## src/rtl/fetch_pkg.sv

```systemverilog
// Shared types and constants for the instruction fetch stage.
package fetch_pkg;

   localparam int INST_W = 32;

   localparam logic [INST_W-1:0] NOP_INST         = 32'h0000_0013;
   localparam logic [INST_W-1:0] DEFAULT_RESET_PC = 32'h0000_0000;

   // Fetch FSM states: issue request, wait for read data, hold for decode
   typedef enum logic [1:0] {
      REQ  = 2'b00,
      WAIT = 2'b01,
      HOLD = 2'b10
   } fetch_state_e;

endpackage

```

## src/rtl/fetch_pc_reg.sv

```systemverilog
// Program counter register for the fetch stage. A redirect load takes
// precedence over the sequential +4 increment, which wraps modulo 2^32.
module fetch_pc_reg
   import fetch_pkg::*;
#(
   parameter logic [INST_W-1:0] RESET_PC = DEFAULT_RESET_PC
) (
   input  logic              clk,
   input  logic              rst,
   input  logic              load_redirect,
   input  logic              load_incr,
   input  logic [INST_W-1:0] target,
   output logic [INST_W-1:0] pc_o
);

   logic [INST_W-1:0] pc_q;
   logic [INST_W-1:0] pc_d;

   // Choose the next program counter: redirect target, next word, or hold
   always_comb begin
      pc_d = pc_q;
      if (load_redirect) begin
         pc_d = target;
      end else if (load_incr) begin
         pc_d = pc_q + 32'd4;
      end
   end

   // Program counter register, reset to the boot address
   always_ff @(posedge clk or posedge rst) begin
      if (rst) begin
         pc_q <= RESET_PC;
      end else begin
         pc_q <= pc_d;
      end
   end

   assign pc_o = pc_q;

endmodule

```

## src/rtl/instr_fetch.sv

```systemverilog
// Instruction fetch stage: single-outstanding req/gnt/rvalid fetch with
// redirect handling and stale-response discard.
// Optional macro FETCH_MISALIGN_CHECK_EN: misaligned redirect targets are
// refused and flagged on misalign; otherwise low target bits are cleared.
module instr_fetch
   import fetch_pkg::*;
#(
   parameter logic [INST_W-1:0] RESET_PC = DEFAULT_RESET_PC
) (
   input  logic              clk,
   input  logic              rst,
   output logic              imem_req,
   output logic [INST_W-1:0] imem_addr,
   input  logic              imem_gnt,
   input  logic              imem_rvalid,
   input  logic [INST_W-1:0] imem_rdata,
   input  logic              redirect,
   input  logic [INST_W-1:0] redirect_pc,
   input  logic              stall,
   output logic [INST_W-1:0] inst,
   output logic [INST_W-1:0] pc,
   output logic              inst_valid,
   output logic              misalign
);

   fetch_state_e      state_q;
   fetch_state_e      state_d;
   logic              discard_q;
   logic              discard_d;
   logic [INST_W-1:0] inst_q;
   logic [INST_W-1:0] inst_d;
   logic              loadRedirect;
   logic              loadIncr;
   logic              redirTake;
   logic [INST_W-1:0] targetPc;

`ifdef FETCH_MISALIGN_CHECK_EN
   logic misalignHit;
   logic misalign_q;

   assign redirTake   = redirect && (redirect_pc[1:0] == 2'b00);
   assign misalignHit = redirect && (redirect_pc[1:0] != 2'b00);
   assign targetPc    = redirect_pc;

   // One-cycle registered flag for a refused misaligned redirect
   always_ff @(posedge clk or posedge rst) begin
      if (rst) begin
         misalign_q <= 1'b0;
      end else begin
         misalign_q <= misalignHit;
      end
   end

   assign misalign = misalign_q;
`else
   assign redirTake = redirect;
   assign targetPc  = redirect_pc & 32'hFFFF_FFFC;
   assign misalign  = 1'b0;
`endif

   fetch_pc_reg #(
      .RESET_PC(RESET_PC)
   ) u_pc_reg (
      .clk          (clk),
      .rst          (rst),
      .load_redirect(loadRedirect),
      .load_incr    (loadIncr),
      .target       (targetPc),
      .pc_o         (pc)
   );

   // Next-state logic: a redirect always wins over consume, and marks any
   // response still in flight as stale so it is dropped on arrival
   always_comb begin
      state_d      = state_q;
      discard_d    = discard_q;
      inst_d       = inst_q;
      loadRedirect = 1'b0;
      loadIncr     = 1'b0;
      case (state_q)
         REQ: begin
            if (redirTake) begin
               loadRedirect = 1'b1;
               if (imem_gnt) begin
                  state_d   = WAIT;
                  discard_d = 1'b1;
               end
            end else if (imem_gnt) begin
               state_d   = WAIT;
               discard_d = 1'b0;
            end
         end
         WAIT: begin
            if (imem_rvalid) begin
               if (discard_q || redirTake) begin
                  discard_d    = 1'b0;
                  state_d      = REQ;
                  loadRedirect = redirTake;
               end else begin
                  inst_d  = imem_rdata;
                  state_d = HOLD;
               end
            end else if (redirTake) begin
               loadRedirect = 1'b1;
               discard_d    = 1'b1;
            end
         end
         HOLD: begin
            if (redirTake) begin
               loadRedirect = 1'b1;
               state_d      = REQ;
            end else if (!stall) begin
               loadIncr = 1'b1;
               state_d  = REQ;
            end
         end
         default: begin
            state_d   = REQ;
            discard_d = 1'b0;
         end
      endcase
   end

   // State, discard flag and instruction latch registers
   always_ff @(posedge clk or posedge rst) begin
      if (rst) begin
         state_q   <= REQ;
         discard_q <= 1'b0;
         inst_q    <= NOP_INST;
      end else begin
         state_q   <= state_d;
         discard_q <= discard_d;
         inst_q    <= inst_d;
      end
   end

   // Outputs depend on registered state only; request is held off in reset
   assign imem_req   = (state_q == REQ) && !rst;
   assign imem_addr  = pc;
   assign inst_valid = (state_q == HOLD);
   assign inst       = inst_q;

endmodule
```

## config.mk

```make
export PLATFORM = sky130hd
export DESIGN_NAME = instr_fetch
export DESIGN_NICKNAME = d
export VERILOG_FILES = /design/src/rtl/fetch_pkg.sv /design/src/rtl/fetch_pc_reg.sv /design/src/rtl/instr_fetch.sv
export SDC_FILE = /design/constraint.sdc
export NUM_CORES = 1
export LEC_CHECK = 0
export CAP_MARGIN = 10
export CORE_UTILIZATION = 45
export DETAILED_ROUTE_END_ITERATION = 7
export DONT_BUFFER_PORTS = 1
export PLACE_DENSITY_LB_ADDON = 0.08
export SLEW_MARGIN = 40
export SYNTH_ARGS = -nofsm -noshare
export SYNTH_HDL_FRONTEND = slang
export SYNTH_HIERARCHICAL = 1
export SYNTH_SLANG_ARGS = --single-unit
```

## constraint.sdc

```tcl
create_clock -name clk -period 2.25 [get_ports clk]
set_input_delay 0.225 -clock clk [delete_from_list [all_inputs] [get_ports clk]]
set_output_delay 0.225 -clock clk [all_outputs]
set_load 0.1 [all_outputs]
```

Yosys cells after proc, flatten, opt, wreduce, memory -nomap -nowiden
Index checks and enable logic that the tools add are counted.
Widths: inputs -> output; s select.
{"block": "word_totals", "elab_cells": 45, "out_inout_bits": 99, "ff_bits": 67, "input_bits": 70}
{"block": "classes", "eq_ne": 7, "n_reduce_logical": 9, "n_mux": 22, "add_sub_neg": 1, "n_bitwise": 2}
{"cell": "$mux 32", "n": 2}
{"cell": "$add 32x3->32 const B", "n": 1}
{"cell": "$mux 1", "n": 12}
{"cell": "$mux 2", "n": 5}
{"cell": "$ne 3x3->1 const B", "n": 3}
{"cell": "$pmux 2 s3", "n": 1}
{"cell": "$reduce_and 3->1", "n": 2}
{"cell": "$ne 2x2->1 const B", "n": 2}
{"cell": "$reduce_and 4->1", "n": 1}
{"cell": "$pmux 1 s3", "n": 1}
{"cell": "$eq 2x1->1 const B", "n": 1}
{"cell": "$eq 2x2->1 const B", "n": 1}
{"cell": "$logic_not 2->1", "n": 1}
{"cell": "$not 1->1", "n": 2}
{"cell": "$pmux 1 s2", "n": 1}
{"cell": "$reduce_bool 2->1", "n": 1}
{"cell": "$reduce_or 2->1", "n": 1}
{"cell": "$logic_and 1x1->1", "n": 1}
{"cell": "$logic_not 1->1", "n": 1}
{"cell": "$logic_or 1x1->1", "n": 1}

Depth between registers and ports, before layout
Gate-level depths: netlist of the first run.
{"block": "depth", "word_depth": 5, "ltp_mapped": 8}

Modules after synthesis
Netlist of the first run, hierarchy kept.
{"mod": "fetch_pc_reg", "cells_each": 203, "instances": 1, "area_per_inst_um2": 1849.3, "seq_area_each_um2": 800.8}
{"mod": "instr_fetch", "cells_each": 121, "instances": 1, "area_per_inst_um2": 1754.2, "seq_area_each_um2": 879.6}

Least setup slack after synthesis of the first run
OpenSTA, ideal clock, no wires.
{"block": "synth_path", "kind": "register to register", "startpoint": "reg state_q[0]", "endpoint": "reg u_pc_reg.pc_q[25], in the netlist u_pc_reg/pc_o[25]", "setup_slack_ns": -1.471, "stages_incl_launch_ff": 9, "period_less_slack_ns": 3.721, "setup_ns": 0.082, "arrival_time_ns": 3.639, "cell_sequence": "dfrtp_1 > nor2b_1 > nor3b_1 > and4_1 > buf_4 > nand2_2 > buf_2 > or4_1 > a31oi_1"}
{"item": "from (decl)", "line": "instr_fetch.sv:26", "text": "fetch_state_e state_q;"}
{"item": "from (signal assigned)", "line": "instr_fetch.sv:131", "text": "state_q <= state_d;"}
{"item": "$eq 2x2->1"}
{"item": "via inst_valid", "line": "instr_fetch.sv:22", "text": "output logic inst_valid,"}
{"item": "$mux 1", "line": "instr_fetch.sv:80", "text": "case (state_q)"}
{"item": "via loadIncr", "line": "instr_fetch.sv:33", "text": "logic loadIncr;"}
{"item": "$reduce_bool 2->1 (no source line)"}
{"item": "to (signal assigned)", "line": "fetch_pc_reg.sv:34", "text": "pc_q <= pc_d;"}
{"item": "to (decl)", "line": "fetch_pc_reg.sv:16", "text": "logic [INST_W-1:0] pc_q;"}
The timed path passes the listed nets, and every way through them passes these cells.
A chain may end at the register's enable or synchronous reset.

Worst setup path after layout of the first run
{"block": "layout_path", "startpoint": "reg state_q[0]", "endpoint": "reg u_pc_reg.pc_q[16], in the netlist u_pc_reg/pc_o[16]"}
{"item": "$eq 2x2->1", "line": "instr_fetch.sv:80"}
{"item": "$mux 1", "line": "instr_fetch.sv:80"}
{"item": "via loadIncr", "line": "instr_fetch.sv:33"}
{"item": "$reduce_bool 2->1 (no source line)"}
The timed path passes the listed nets, and every way through them passes these cells.

==> results of run 1 <==
==> metrics by stage <==
step	cell area (sq um)	setup WS [ns]	power [mW]
after detailed placement	3880	0.236	6.25
after floorplan	3670	-0.349	5.87
after global routing	4470	0.109	7.49
after global placement	3800	0.277	6.08
after CTS	4160	0.201	7.23
final	4470	0.219	7.24
==> repair_timing <==
action / 4_1_cts / 5_1_grt
hold endpoints to repair: 72 / 29
resized for setup: 0 / 0
setup buffers: 0 / 0
hold buffers: 9 / 29
setup endpoints to repair: 0 / 0
==> worst paths after layout <==
| kind | to | slack (ns) | cells past startpoint |
|---|---|---|---|
| max | u_pc_reg/pc_o[16] | 0.22 | 7 |
| min | u_pc_reg/pc_o[2] | 0.01 | 2 |
| max reg2reg | u_pc_reg/pc_o[16] | 0.22 | 7 |
| min reg2reg | discard_q | 0.58 | 2 |
| max in group asynchronous | inst[0] | 1.36 | 3 |
| min in group asynchronous | discard_q | 0.23 | 2 |
==> logic make-up after synthesis <==
| logic type | after synthesis |
|---|---|
| other | 1 |
| and+or+nand+nor | 105 |
| xor gates and xnor gates | 12 |
| muxes | 35 |
| adders and majority gates | 1 |
| AOI/OAI and AO/OA | 46 |
| buffers and inverters | 57 |
| DFF | 67 |
==> power by group through the flow <==
stage	logic (mW)	registers (mW)	clock network [mW]
3_3_place_gp	1.97	4.11	0
6_report	2.29	4.01	0.941
3_5_place_dp	2.26	4.00	0
2_1_floorplan	1.36	4.52	0
5_1_grt	2.39	4.06	1.04
4_1_cts	2.26	3.99	0.981
==> layout by cell type (no fill, tap or decap), types with 8 or more instances in the layout <==
cell type,n
nand3_1,14
mux2_4,29
dfrtp_2,56
xor2_1,9
or4_1,11
dfrtp_1,8
nand4_1,10
clkbuf_8,10
o31ai_1,8
o21ai_0,13
a31oi_1,9
dlygate4sd3_1,38
nand2_1,29
nor2_1,11
buf_4,44
==> state kept, by name (all words and copies together) (netlist names) <==
name,cells
discard_q,1
inst,32
u_pc_reg/pc_o,32
state_q,2
==> metal layers <==
| metal | track usage, % | vias up |
|---|---|---|
| li1 | - | 1230 |
| met1 | 23.4 | 1268 |
| met2 | 29.4 | 113 |
| met5 | 0 | - |
| met3 | 9.05 | 4 |
| met4 | 6.35 | 0 |
==> cell type report <==
class | instances | area share, %
Multi-Input combinational cell | 202 | 35.8
Timing Repair Buffer | 87 | 17.4
Inverter | 6 | 0.504
Sequential cell | 67 | 39.2
Tap cell | 102 | 2.86
Clock inverter | 6 | 1.12
Clock buffer | 10 | 3.08
==> impl_metrics.env, run 1 <==
export IMPL_status="finished clean"
export IMPL_crit_path_frequent_cell="nand3_1"
export IMPL_ys_warnings_count=6
export IMPL_grt_pass1_vias=2523
export IMPL_endpoint_kind="register"
export IMPL_worst_pin_slew_ns=0.897
export IMPL_clk_pin_slew_worst_paths_ns=0.08
export IMPL_cts_tree="built"
export IMPL_synth_top_cell_area_share_pct=44.4
export IMPL_syn_inst=324
export IMPL_htreeDepth=3
export IMPL_r2r_start="state_q[0]"
export IMPL_n_antenna_cell=0
export IMPL_wl_per_cell_um=16.6
export IMPL_synth_top_family_by_area="simple AND/OR/NAND/NOR gates"
export IMPL_hold_violations=0
export IMPL_vias=2615
export IMPL_multi_input_area_sq_um=1600
export IMPL_max_clock_freq_ghz=0.492
export IMPL_power_density_nw_per_um2=1620
export IMPL_setup_viol=0
export IMPL_slew_viol_final=0
export IMPL_drt_iter0_markers=117
export IMPL_fin_crit_sh_pct=90.3
export IMPL_ir_drop_mv=1.23
export IMPL_syn_to_final_growth_pct=23.9
export IMPL_antenna_found_initial=0
export IMPL_slew_headroom_pct=40.2
export IMPL_fin_crit_ns=2.03
export IMPL_crit_buf_inv=1
export IMPL_clock_latency_ns=0.34
export IMPL_switching_share_pct=61.2
export IMPL_timing_setup_tns_ns=0
export IMPL_syn_area_sq_um=3600
export IMPL_die_w_um=91.5
export IMPL_instances_no_fill=480
export IMPL_p_leak_nw=1.94
export IMPL_fin_skew_ns=0.00686
export IMPL_track_usage_pct=19.1
export IMPL_gp_congestion=0.755
export IMPL_synth_edf_count=0
export IMPL_start_util_pct=46.6
export IMPL_core_sq_um=7730
export IMPL_whs_ns=0.0150
export IMPL_grt_first_pass_wirelength_um=12300
export IMPL_fin_nets=444
export IMPL_pin_count=169
export IMPL_drt_pass1_iter_count=4
export IMPL_switching_power_mw=4.44
export IMPL_max_cap_violations=0
export IMPL_path_cells="nor2b_4 -> nor3b_4 -> and3_1 -> buf_4 -> nand3_1 -> or4_1 -> nand3_1"
export IMPL_async_flop_share_pct=100
export IMPL_drive_gt1_share_pct=43.9
export IMPL_critPathLaunchType="register"
export IMPL_rsz0062_at_grt="false"
export IMPL_crit_family="simple AND/OR/NAND/NOR gates"
export IMPL_wl_met1_um=3400
export IMPL_row_count=32
export IMPL_die_h_um=91.5
export IMPL_regArea_sq_um=1750
export IMPL_fin_util_pct=57.8
export IMPL_place_port_buffers=0
export IMPL_p_comb_share_pct=31.6
export IMPL_post_synth_fa_ha_maj_area_fraction_pct=0.347
export IMPL_cp_max_fo=5
export IMPL_yosys_top_cells_area="dfrtp_1 44%, mux2_4 12%, buf_4 7.5%"
export IMPL_seq_area_frac_synth_pct=46.6
export IMPL_worstPathRequired_ns=2.51
export IMPL_synth_xor_area_share_pct=2.92
export IMPL_cts_buffer_depth=2
export IMPL_cpMaxStageDelayCell="or4_1"
export IMPL_synth_common_cells="64 x dfrtp_1, 36 x buf_4, 29 x mux2_4, 29 x nand2_1, 14 x nand3_1"
export IMPL_clockRootBuffer="clkbuf_8"
export IMPL_yosys_area_top_type="dfrtp_1"
export IMPL_wl_met2_um=3890
export IMPL_synth_most_common_cell="dfrtp_1"
export IMPL_post_drt_via_cell_ratio=5.45
export IMPL_power_frac_seq_pct=55.4
export IMPL_synth_flop_cell="dfrtp_1"
export IMPL_wirelength_um=7990
export IMPL_postRouteAntennaNets=0
export IMPL_criticalPathCategory="register to register"
export IMPL_grt_max_degree=46
export IMPL_dr_wl_met3_um=658
export IMPL_yosysUniqueCellTypes=49
export IMPL_cpPeakStageDelay_ns=0.51
export IMPL_synth_ff_latch_count=67
export IMPL_hpwl_um=5370
export IMPL_nFillCells=636
export IMPL_hold_class="input pin to register"
export IMPL_p_int_mw=2.81
export IMPL_cts_sinks=67
export IMPL_syn_area_per_cell_sq_um=11.1
export IMPL_synthSimpleGateAreaFrac_pct=17.2
export IMPL_critPathLaunch="state_q[0]"
export IMPL_drc=0
export IMPL_synthMuxAreaShare_pct=13.9
export IMPL_p_clk_share_pct=13.0
export IMPL_gr_total_overflow=0
export IMPL_dp_cells=425
export IMPL_synth_compound_area_share_pct=8.47
export IMPL_crit_arrival_ns=2.29
export IMPL_hold_start="redirect_pc[2]"
export IMPL_numCtsBuffers=9
export IMPL_highest_layer="met4"
export IMPL_die_area_sq_um=8370
(Power assumes the default switching activity.)
==> inputs of run 2 (changes only) <==
Settings changed: CORE_UTILIZATION 45 to 29, GPL_TIMING_DRIVEN set to 0.
==> run 2 against run 1 <==
- the flow now finishes with violations (negative setup slack)
- largest power group unchanged
- largest cell class unchanged
- first-iteration DRC count decreased by 48%
- non-clock buffer count decreased by 4
- wire length increased by 19%
- worst hold slack gained 0.0025 ns
- clock power grew 39%
- via count is 1.3% higher
- worst setup slack got worse by 0.49 ns
==> impl_metrics.env, run 2 (synthesis gave the netlist of run 1 again) <==
export IMPL_cp_depth=9
export IMPL_reg2regPathDepth=9
export IMPL_fin_crit_ns=2.52
export IMPL_worstPathRequired_ns=2.47
export IMPL_cp_max_fo=6
export IMPL_fin_crit_sh_pct=112
export IMPL_core_sq_um=12100
export IMPL_r2r_end="u_pc_reg/pc_o[29]"
export IMPL_dp_worst_setup_slack_ns=-0.652
export IMPL_clock_latency_ns=0.34
export IMPL_crit_buf_inv=3
export IMPL_cpMaxStageDelayCell="nor2b_4"
export IMPL_cts_buffer_depth=2
export IMPL_fin_skew_ns=0.00476
export IMPL_drt_iter0_markers=61
export IMPL_grt_first_pass_wirelength_um=14800
export IMPL_row_count=40
export IMPL_dp_cells=498
export IMPL_start_util_pct=29.9
export IMPL_htreeDepth=3
export IMPL_drt_pass1_iter_count=4
export IMPL_fin_util_pct=38.8
export IMPL_finalWorstSetupSlack_ns=-0.272
export IMPL_post_drt_via_cell_ratio=4.89
export IMPL_setup_viol=23
export IMPL_fin_nets=440
export IMPL_die_area_sq_um=12900
export IMPL_place_port_buffers=0
export IMPL_grt_pass1_vias=2755
export IMPL_wl_per_cell_um=17.5
export IMPL_slew_headroom_pct=40.8
export IMPL_pin_count=169
export IMPL_die_h_um=113
export IMPL_whs_ns=0.0175
export IMPL_wirelength_um=9460
export IMPL_vias=2650
export IMPL_critPathLaunchType="register"
export IMPL_path_cells="nor2b_4 -> nor3b_4 -> and4_1 -> buf_6 -> nand2_4 -> buf_8 -> buf_6 -> o31a_1 -> o31a_1"
export IMPL_min_to="u_pc_reg/pc_o[9]"
export IMPL_postRouteAntennaNets=0
export IMPL_max_clock_freq_ghz=0.397
export IMPL_criticalPathCategory="register to register"
export IMPL_layout_commonest_cell="dfrtp_2"
export IMPL_crit_arrival_ns=2.74
export IMPL_antenna_found_initial=0
export IMPL_numCtsBuffers=9
export IMPL_drc=0
export IMPL_ir_drop_mv=0.942
export IMPL_instances_no_fill=542
export IMPL_hold_class="input pin to register"
export IMPL_crit_family="simple AND/OR/NAND/NOR gates"
export IMPL_hold_start="redirect_pc[9]"
export IMPL_gp_congestion=0.722
export IMPL_status="finished with violations"
export IMPL_n_antenna_cell=0
export IMPL_p_leak_nw=2.01
export IMPL_endpoint_kind="register"
export IMPL_multi_input_area_sq_um=1690
export IMPL_postPlaceCellArea_sq_um=4010
export IMPL_rrSetupSlack_ns=-0.27
export IMPL_regArea_sq_um=1760
export IMPL_power_density_nw_per_um2=1620
export IMPL_max_cap_violations=0
export IMPL_cpPeakStageDelay_ns=0.53
export IMPL_fin_area_sq_um=4680
export IMPL_cts_tree="built"
export IMPL_slew_viol_final=0
export IMPL_gr_total_overflow=0
export IMPL_syn_to_final_growth_pct=30.0
export IMPL_grt_max_degree=36
export IMPL_violations="negative setup slack"
export IMPL_drive_gt1_share_pct=55.9
export IMPL_layout_common_cells="59 x dfrtp_2, 47 x buf_4, 29 x mux2_4, 29 x nand2_1"
export IMPL_rsz0062_at_grt="true"
export IMPL_r2r_start="state_q[0]"
export IMPL_holdPathStages=2
export IMPL_track_usage_pct=15.4
export IMPL_die_w_um=113
export IMPL_nFillCells=1199
export IMPL_cts_sinks=67
export IMPL_clk_pin_slew_worst_paths_ns=0.05
export IMPL_worst_pin_slew_ns=0.888
export IMPL_hold_violations=0
export IMPL_hpwl_um=6560
export IMPL_clockRootBuffer="clkbuf_16"
run 2: changes by cell type in the layout (fill, tap and decap cells not counted), moves of 4 or more:
cell / previous run / this run
buf_6: 0 / 11
clkbuf_1: 1 / 7
clkbuf_16: 0 / 10
clkbuf_8: 10 / 2
clkinv_2: 0 / 4
dfrtp_1: 8 / 4
dlygate4sd3_1: 38 / 7
o21ai_0: 13 / 4
o21ai_1: 2 / 11
o31ai_1: 8 / 4
run 2: worst max-delay path by stage:
stage	from	slack, ns	end
5_1_grt	state_q[0]	-0.36	u_pc_reg/pc_o[23]
3_3_place_gp	state_q[1]	-0.58	u_pc_reg/pc_o[25]
3_5_place_dp	state_q[1]	-0.65	u_pc_reg/pc_o[23]
6_report	state_q[0]	-0.27	u_pc_reg/pc_o[29]
2_1_floorplan	state_q[0]	-0.35	u_pc_reg/pc_o[25]
4_1_cts	state_q[0]	-0.30	u_pc_reg/pc_o[28]
run 2: report_power, final:
group / switching, mW / total [mW] / internal (mW)
Clock: 0.511 / 1.31 / 0.800
Combinational: 1.03 / 1.75 / 0.721
Sequential: 2.92 / 4.55 / 1.63
run 2: layer usage:
layer  global-route usage, %  routed length [um]  vias to the layer above
met4                    5.79                 139                        0
met1                    18.3                4040                     1282
met5                       0                   0                        -
li1                        -                   -                     1230
met2                    24.4                4450                      130
met3                    7.17                 836                        8
run 2: worst register-to-register path, cell delays in order, from the launching register on:
cell	delay, ns
dfrtp_2	0.42
nor2b_4	0.53
nor3b_4	0.34
and4_1	0.24
buf_6	0.12
nand2_4	0.05
buf_8	0.13
buf_6	0.12
o31a_1	0.23
o31a_1	0.23
run 2: per-stage QoR:
stage,power (mW),TNS [ns]
5_1_grt,7.88,-6.15
2_1_floorplan,5.87,-2.92
3_3_place_gp,6.08,-8.81
6_report,7.61,-3.92
3_5_place_dp,6.22,-10.10
4_1_cts,7.61,-4.05
run 2: timing repair:
action / CTS / global route
setup buffers: 14 / 8
gates resized for setup: 27 / 19
pin swaps: 16 / 10
hold buffers: 7 / 0
hold endpoints to repair: 52 / 0
endpoints found under the setup margin: 28 / 28
run 2: layout make-up:
| cell class | count | share of cell area, % |
|---|---|---|
| sequential | 67 | 37.5 |
| buffer | 50 | 7.83 |
| clock buffer | 13 | 5.56 |
| clock inverter | 3 | 0.321 |
| tap | 168 | 4.49 |
| multi-input combinational | 202 | 36.0 |
| inverter | 6 | 0.508 |
| timing repair buffer | 33 | 7.72 |
